### src/rtl/down_counter_311_if.sv
// Control/status bundle for down_counter_311. The master drives the controls
// and the slave (the counter) drives the registered status outputs.
interface down_counter_311_if #(
  parameter int unsigned WIDTH = 8
);
  logic             load_311;
  logic [WIDTH-1:0] load_val_311;
  logic             start_311;
  logic             stop_311;
  logic             auto_reload_311;
  logic [WIDTH-1:0] count_311;
  logic             tc_311;
  logic             busy_311;
  logic             done_311;

  modport master (
    output load_311, load_val_311, start_311, stop_311, auto_reload_311,
    input  count_311, tc_311, busy_311, done_311
  );

  modport slave (
    input  load_311, load_val_311, start_311, stop_311, auto_reload_311,
    output count_311, tc_311, busy_311, done_311
  );
endinterface

### src/rtl/down_counter_311.sv
// Loadable down counter/timer with pause/resume and auto-reload, falling-edge clocked.
// Optional prescaler enabled by defining DOWN_COUNTER_PRESCALE_EN.
module down_counter_311 #(
  parameter int unsigned WIDTH    = 8,
  parameter int unsigned PRESCALE = 4
) (
  input  logic              clk_311,
  input  logic              reset_n_311,
  down_counter_311_if.slave ctr
);

  typedef enum logic [1:0] {IDLE, RUN, PAUSE, DONE} state_e;

  state_e           state_q, state_d;
  logic [WIDTH-1:0] count_q, count_d;
  logic [WIDTH-1:0] reload_q, reload_d;
  logic             tc_q, tc_d;
  logic             busy_q, busy_d;
  logic             done_q, done_d;
  logic             tick;

`ifdef DOWN_COUNTER_PRESCALE_EN
  localparam int unsigned PS_W = $clog2(PRESCALE);

  logic [PS_W-1:0] presc_q, presc_d;

  assign tick = (presc_q == PS_W'(PRESCALE - 1));

  // Anything other than a counting RUN edge (load, stop, non-RUN state) clears
  // the prescaler, so every entry to RUN starts a fresh prescale period.
  always_comb begin
    presc_d = '0;
    if (state_q == RUN && !ctr.load_311 && !ctr.stop_311) begin
      presc_d = tick ? '0 : presc_q + 1'b1;
    end
  end

  always_ff @(negedge clk_311 or negedge reset_n_311) begin
    if (!reset_n_311) presc_q <= '0;
    else              presc_q <= presc_d;
  end
`else
  assign tick = 1'b1;
`endif

  always_comb begin
    // NOTE: every output of this block gets a default first; a path that leaves
    // one unassigned would infer a latch.
    state_d  = state_q;
    count_d  = count_q;
    reload_d = reload_q;
    tc_d     = 1'b0;

    if (ctr.load_311) begin
      count_d  = ctr.load_val_311;
      reload_d = ctr.load_val_311;
      state_d  = IDLE;
    end else begin
      case (state_q)
        IDLE: begin
          if (!ctr.stop_311 && ctr.start_311) begin
            if (count_q != '0) begin
              state_d = RUN;
            end else begin
              state_d = DONE;
              tc_d    = 1'b1;
            end
          end
        end
        RUN: begin
          if (ctr.stop_311) begin
            state_d = PAUSE;
          end else if (tick) begin
            if (count_q > WIDTH'(1)) begin
              count_d = count_q - WIDTH'(1);
            end else begin
              // Terminal edge: reload in periodic mode so count never reads 0.
              tc_d = (count_q == WIDTH'(1));
              if (ctr.auto_reload_311 && reload_q != '0 && count_q == WIDTH'(1)) begin
                count_d = reload_q;
              end else begin
                count_d = '0;
                state_d = DONE;
              end
            end
          end
        end
        PAUSE: begin
          if (!ctr.stop_311 && ctr.start_311) state_d = RUN;
        end
        DONE: begin
          if (!ctr.stop_311 && ctr.start_311) begin
            if (reload_q != '0) begin
              count_d = reload_q;
              state_d = RUN;
            end else begin
              tc_d = 1'b1;
            end
          end
        end
        default: state_d = IDLE;
      endcase
    end

    busy_d = (state_d == RUN) || (state_d == PAUSE);
    done_d = (state_d == DONE);
  end

  always_ff @(negedge clk_311 or negedge reset_n_311) begin
    // NOTE: registers use non-blocking assignments so all of them update
    // together from the values sampled at the same edge.
    if (!reset_n_311) begin
      state_q  <= IDLE;
      count_q  <= '0;
      reload_q <= '0;
      tc_q     <= 1'b0;
      busy_q   <= 1'b0;
      done_q   <= 1'b0;
    end else begin
      state_q  <= state_d;
      count_q  <= count_d;
      reload_q <= reload_d;
      tc_q     <= tc_d;
      busy_q   <= busy_d;
      done_q   <= done_d;
    end
  end

  assign ctr.count_311 = count_q;
  assign ctr.tc_311    = tc_q;
  assign ctr.busy_311  = busy_q;
  assign ctr.done_311  = done_q;

endmodule
### src/flat_wrapper.sv
// flat-port wrapper written by rule: the top's interface ports become plain ports
module down_counter_311_flat 
#(
  parameter int unsigned WIDTH    = 8,
  parameter int unsigned PRESCALE = 4
)
  (clk_311, reset_n_311, ctr_load_311, ctr_load_val_311, ctr_start_311, ctr_stop_311, ctr_auto_reload_311, ctr_count_311, ctr_tc_311, ctr_busy_311, ctr_done_311);
  down_counter_311_if #(.WIDTH(WIDTH)) ctr_i ();
  input  logic clk_311;
  input  logic reset_n_311;
  input wire logic [$bits(ctr_i.load_311)-1:0] ctr_load_311;
  input wire logic [$bits(ctr_i.load_val_311)-1:0] ctr_load_val_311;
  input wire logic [$bits(ctr_i.start_311)-1:0] ctr_start_311;
  input wire logic [$bits(ctr_i.stop_311)-1:0] ctr_stop_311;
  input wire logic [$bits(ctr_i.auto_reload_311)-1:0] ctr_auto_reload_311;
  output wire logic [$bits(ctr_i.count_311)-1:0] ctr_count_311;
  output wire logic [$bits(ctr_i.tc_311)-1:0] ctr_tc_311;
  output wire logic [$bits(ctr_i.busy_311)-1:0] ctr_busy_311;
  output wire logic [$bits(ctr_i.done_311)-1:0] ctr_done_311;
  assign ctr_i.load_311 = ctr_load_311;
  assign ctr_i.load_val_311 = ctr_load_val_311;
  assign ctr_i.start_311 = ctr_start_311;
  assign ctr_i.stop_311 = ctr_stop_311;
  assign ctr_i.auto_reload_311 = ctr_auto_reload_311;
  assign ctr_count_311 = ctr_i.count_311;
  assign ctr_tc_311 = ctr_i.tc_311;
  assign ctr_busy_311 = ctr_i.busy_311;
  assign ctr_done_311 = ctr_i.done_311;
  down_counter_311 #(.WIDTH(WIDTH), .PRESCALE(PRESCALE)) u_core (.clk_311(clk_311), .reset_n_311(reset_n_311), .ctr(ctr_i));
endmodule
### config.mk
export PLATFORM = sky130hd
export DESIGN_NAME = down_counter_311_flat
export DESIGN_NICKNAME = d
export VERILOG_FILES = /design/src/rtl/down_counter_311_if.sv /design/src/rtl/down_counter_311.sv /design/src/flat_wrapper.sv
export SDC_FILE = /design/constraint.sdc
export NUM_CORES = 1
export LEC_CHECK = 0
export CAP_MARGIN = 10
export CORE_MARGIN = 4
export CORE_UTILIZATION = 45
export DETAILED_ROUTE_END_ITERATION = 6
export GPL_TIMING_DRIVEN = 0
export PLACE_DENSITY = 0.71
export SLEW_MARGIN = 20
export SYNTH_ARGS = -nofsm -noshare
export SYNTH_HDL_FRONTEND = slang
export SYNTH_SLANG_ARGS = --single-unit
### constraint.sdc
create_clock -name clk_311 -period 3.6 [get_ports clk_311]
set_input_delay 0.54 -clock clk_311 [delete_from_list [all_inputs] [get_ports clk_311]]
set_output_delay 0.54 -clock clk_311 [all_outputs]
set_load 0.01 [all_outputs]
==> summary.md <==
| Metric | Value |
|---|---|
| Syn Nets | roughly 150 |
| PwrDens | ~360 nW/um2 |
| Dpl ws | -764 ps |
| Setup ws final | just under 70 ps |
| Cell count after synthesis | 131 |
| CP required | between 1500 and 2000 ps |
| I/O pins | 25 |
| Starting Density | 0.467 |
| Clk root buf | clkbuf_4 |
| Clock power frac | 0.195 |
| Final antenna-violating net count | 0 |
| Core area | ~2800 um2 |
| Tot GR Track Use | 0.182 |
| HPWL after detailed placement | 2290 um |
| Avg Cell Area, Syn | between 9 and 10 um2 |
| Hold path depth | 2 |
| Area Growth Syn to Fin | 31.2% |
| Worst-case clock buffer depth | 2 |
| Fin util | 0.613 |
| Critical Path Fanout Max | 3 |
| First-pass GRT wire length | between 5000 and 6000 um |
| Reg2reg setup slack | around 1300 ps |
| CTS tree | built |
| PortBufs | 24 |
| Final layout net count | approximately 190 |
| Layout Cells excl Fill | 199 |
| Pwr Total | slightly above 0.6 mW |
| Cts hold-fix bufs | 0 |
| Hold Fails Final Rpt | 0 |
| Outcome | complete, no violations |
| Hold slack final | 462 ps |
| Vias in the first global route | ~1100 |
| Worst r2r src | u_core.ctr.count_311[4] |
| NetSw | approximately 0.2 mW |
| Seq pwr share | 0.462 |
| Hold_sp | u_core.reload_q[5] |
| Worst-Skew Late Latency | about 310 ps |
| Combinational cell fraction of total power | 0.343 |
| Overflow after GRT | 0 |
| Lkg Pwr | 0.805 nW |
| Max-slew headroom | 0.346 |
| Row count | 19 |
| Reg2Reg Depth | 7 |
| Final wirelength | about 3100 um |
| DIE HEIGHT | about 62 um |
| H-tree levels | 1 |
| Largest net degree at the start of global routing | 22 |
| Critical path launch point type | input pin |
| Critical path data arrival time | between 1500 and 2000 ps |
| Die area | between 3000 and 4000 um2 |
| Clock Skew | 1.89 ps |
| Initial antenna violation count | 0 |
| Iteration-0 DRC Markers | 70 |
| Max-slew violations | 0 |
| WL per Instance | 15.7 um |
| Hold EP | u_core.reload_q[5] |
| Critical path's slowest cell | clkdlybuf4s50_1 |
| Yosys warning total | 0 |
| Peak supply drop | 0.286 mV |
| DRT Pass-1 Iters | 4 |
| Post-placement cell count | around 190 |
| Residual DRC | 0 |
| Setup crit end kind | flip-flop |
| Worst min path class | flip-flop to flip-flop |
| CP max stage delay | roughly 470 ps |
| Crit Path Category | input pin to flip-flop |
| Share of layout cells above drive strength 1 | 0.208 |
| Reg2reg end | u_core.ctr.busy_311 |
| Slew @ Worst Pin | just under 1000 ps |
| Most used cell, CP | a31oi_1 |
| Placed Area | between 1500 and 2000 um2 |
| Ant. Diodes | 0 |
| Internal power | between 0.4 and 0.5 mW |
| #FFs+latches synth | 21 |
| TritonCTS buffer count | 3 |
| RSZ-0062 raised after global routing | no |
| Switching Share | 0.324 |
| Crit-path cells | clkdlybuf4s50_1 > a31oi_1 > o21ai_0 > a31oi_1 > ha_1 |
| DR vias/cell | 5.81 |
| Global placer's final weighted congestion | approximately 0.84 |
| Cell Area, Synth | between 1000 and 1500 um2 |
| Clock sinks | 21 |
| Final Setup Violations | 0 |
| Sequential area share after synthesis | 0.408 |
| Via Count | roughly 1200 |
| Register clock-pin slew on the reported worst setup and hold paths | roughly 80 ps |
| Fin area | 1690 um2 |
| Setup_tns | 0 ps |
| Die width | 61.5 um |
| MaxCap Viol Count | 0 |
| Synth cell types | 42 |
==> power by group through the flow <==
stage / logic [mW] / registers (mW) / clock network [mW]
global placement: 0.177 / 0.302 / 0
CTS: 0.213 / 0.285 / 0.122
detailed placement: 0.181 / 0.304 / 0
global route: 0.232 / 0.290 / 0.134
finish: 0.211 / 0.285 / 0.121
floorplan: 0.0942 / 0.305 / 0
==> Yosys cell counts <==
master     n  area [um2]
a22o_1     1        8.76
mux2_2     3        33.8
nand2_1   12        45.0
o32a_1     1        10.0
or3_1      1        6.26
a41oi_2    1        16.3
buf_4      1        7.51
a221o_2    1        11.3
nor2_1    11        41.3
a32o_1     2        20.0
clkbuf_1   2        7.51
o221ai_1   1        8.76
buf_2      1        5.00
o21ai_1    2        10.0
nor4_1     3        18.8
a311o_1    1        10.0
o211ai_1   1        7.51
nor3_1     2        10.0
or3_4      2        22.5
a21oi_1    5        25.0
or4_1      1        7.51
or3b_2     1        8.76
a311oi_2   1        15.0
o41ai_1    1        8.76
a31oi_1    3        18.8
nand3_1    1        5.00
a221o_1    3        30.0
o221a_2    2        22.5
nand2_4    1        11.3
nand4_1    2        12.5
ha_1       9         113
nor2_2     2        12.5
dfrtn_1   21         526
inv_1      7        26.3
and2b_2    1        8.76
o311ai_0   2        17.5
o22ai_1    2        12.5
o22a_1     1        8.76
nand2b_1  10        62.6
nor4b_1    1        8.76
nor2b_1    2        12.5
o21ai_0    3        15.0
==> critical path: cells and delay by family <==
family,cells,cell delay [ps]
compound gates,3,610
fa+ha+maj,1,280
buf+inv,1,470
==> layout by cell type, fill, tap and decap left out, types with 3 or more instances in the layout <==
master and count:
a21oi_1 5, a221o_1 3, a31oi_1 3, buf_4 10, clkbuf_4 4, clkdlybuf4s50_1 10
dfrtn_1 21, dlygate4sd2_1 9, dlymetal6s2s_1 5, ha_1 9, inv_1 7, mux2_2 3
nand2_1 12, nand2b_1 9, nor2_1 10, nor2_2 3, nor4_1 3, o21ai_0 3
==> per-layer routing <==
layer	GRT usage	wire length [um]	up-vias
met5	0	0	-
met4	0.0818	51	0
met3	0.0294	131	5
met2	0.300	1480	34
met1	0.234	1460	556
li1	-	-	562
==> kinds of logic (layout without fill, tap and decap cells) <==
| family | after synthesis | count (layout) | share of synthesized area |
|---|---|---|---|
| and+or+nand+nor | 53 | 53 | 0.228 |
| AOI/OAI and AO/OA | 34 | 34 | 0.215 |
| DFF | 21 | 21 | 0.408 |
| buffers and inverters | 11 | 48 | 0.0359 |
| adders and majority gates | 9 | 9 | 0.0874 |
| muxes | 3 | 3 | 0.0262 |
==> worst max path at each step <==
| stage | from | end | depth (start not counted) |
|---|---|---|---|
| after floorplan | ctr_stop_311 | u_core.ctr.count_311[4] | 5 |
| after global placement | ctr_load_311 | u_core.ctr.tc_311 | 6 |
| after detailed placement | ctr_load_311 | u_core.ctr.tc_311 | 6 |
| after CTS | u_core.ctr.count_311[1] | ctr_count_311[1] | 1 |
| after global routing | ctr_stop_311 | u_core.ctr.count_311[2] | 7 |
| final | ctr_auto_reload_311 | u_core.ctr.busy_311 | 5 |
==> state kept, by name, indices dropped and copies added (netlist names) <==
| name | flops |
|---|---|
| u_core.ctr.count_311 | 8 |
| u_core.reload_q | 8 |
| u_core.state_q | 2 |
| u_core.ctr.busy_311 | 1 |
| u_core.ctr.done_311 | 1 |
| u_core.ctr.tc_311 | 1 |
==> timing repair <==
action | CTS | global route
resized for setup | 18 | 5
gates cloned | 0 | 0
setup buffers | 9 | 0
setup endpoints to repair | 22 | 7
pin swaps | 3 | 2
==> cell type report <==
type                            count  area [um2]
Fill cell                         236        1070
Multi-Input combinational cell     99         729
Timing Repair Buffer               33         309
Clock inverter                      1        5.00
Sequential cell                    21         526
Inverter                            7        26.3
Clock buffer                        3        22.5
Buffer                              4        33.8
Tap cell                           31        38.8
Note: power is estimated with default switching activity, not from simulation.
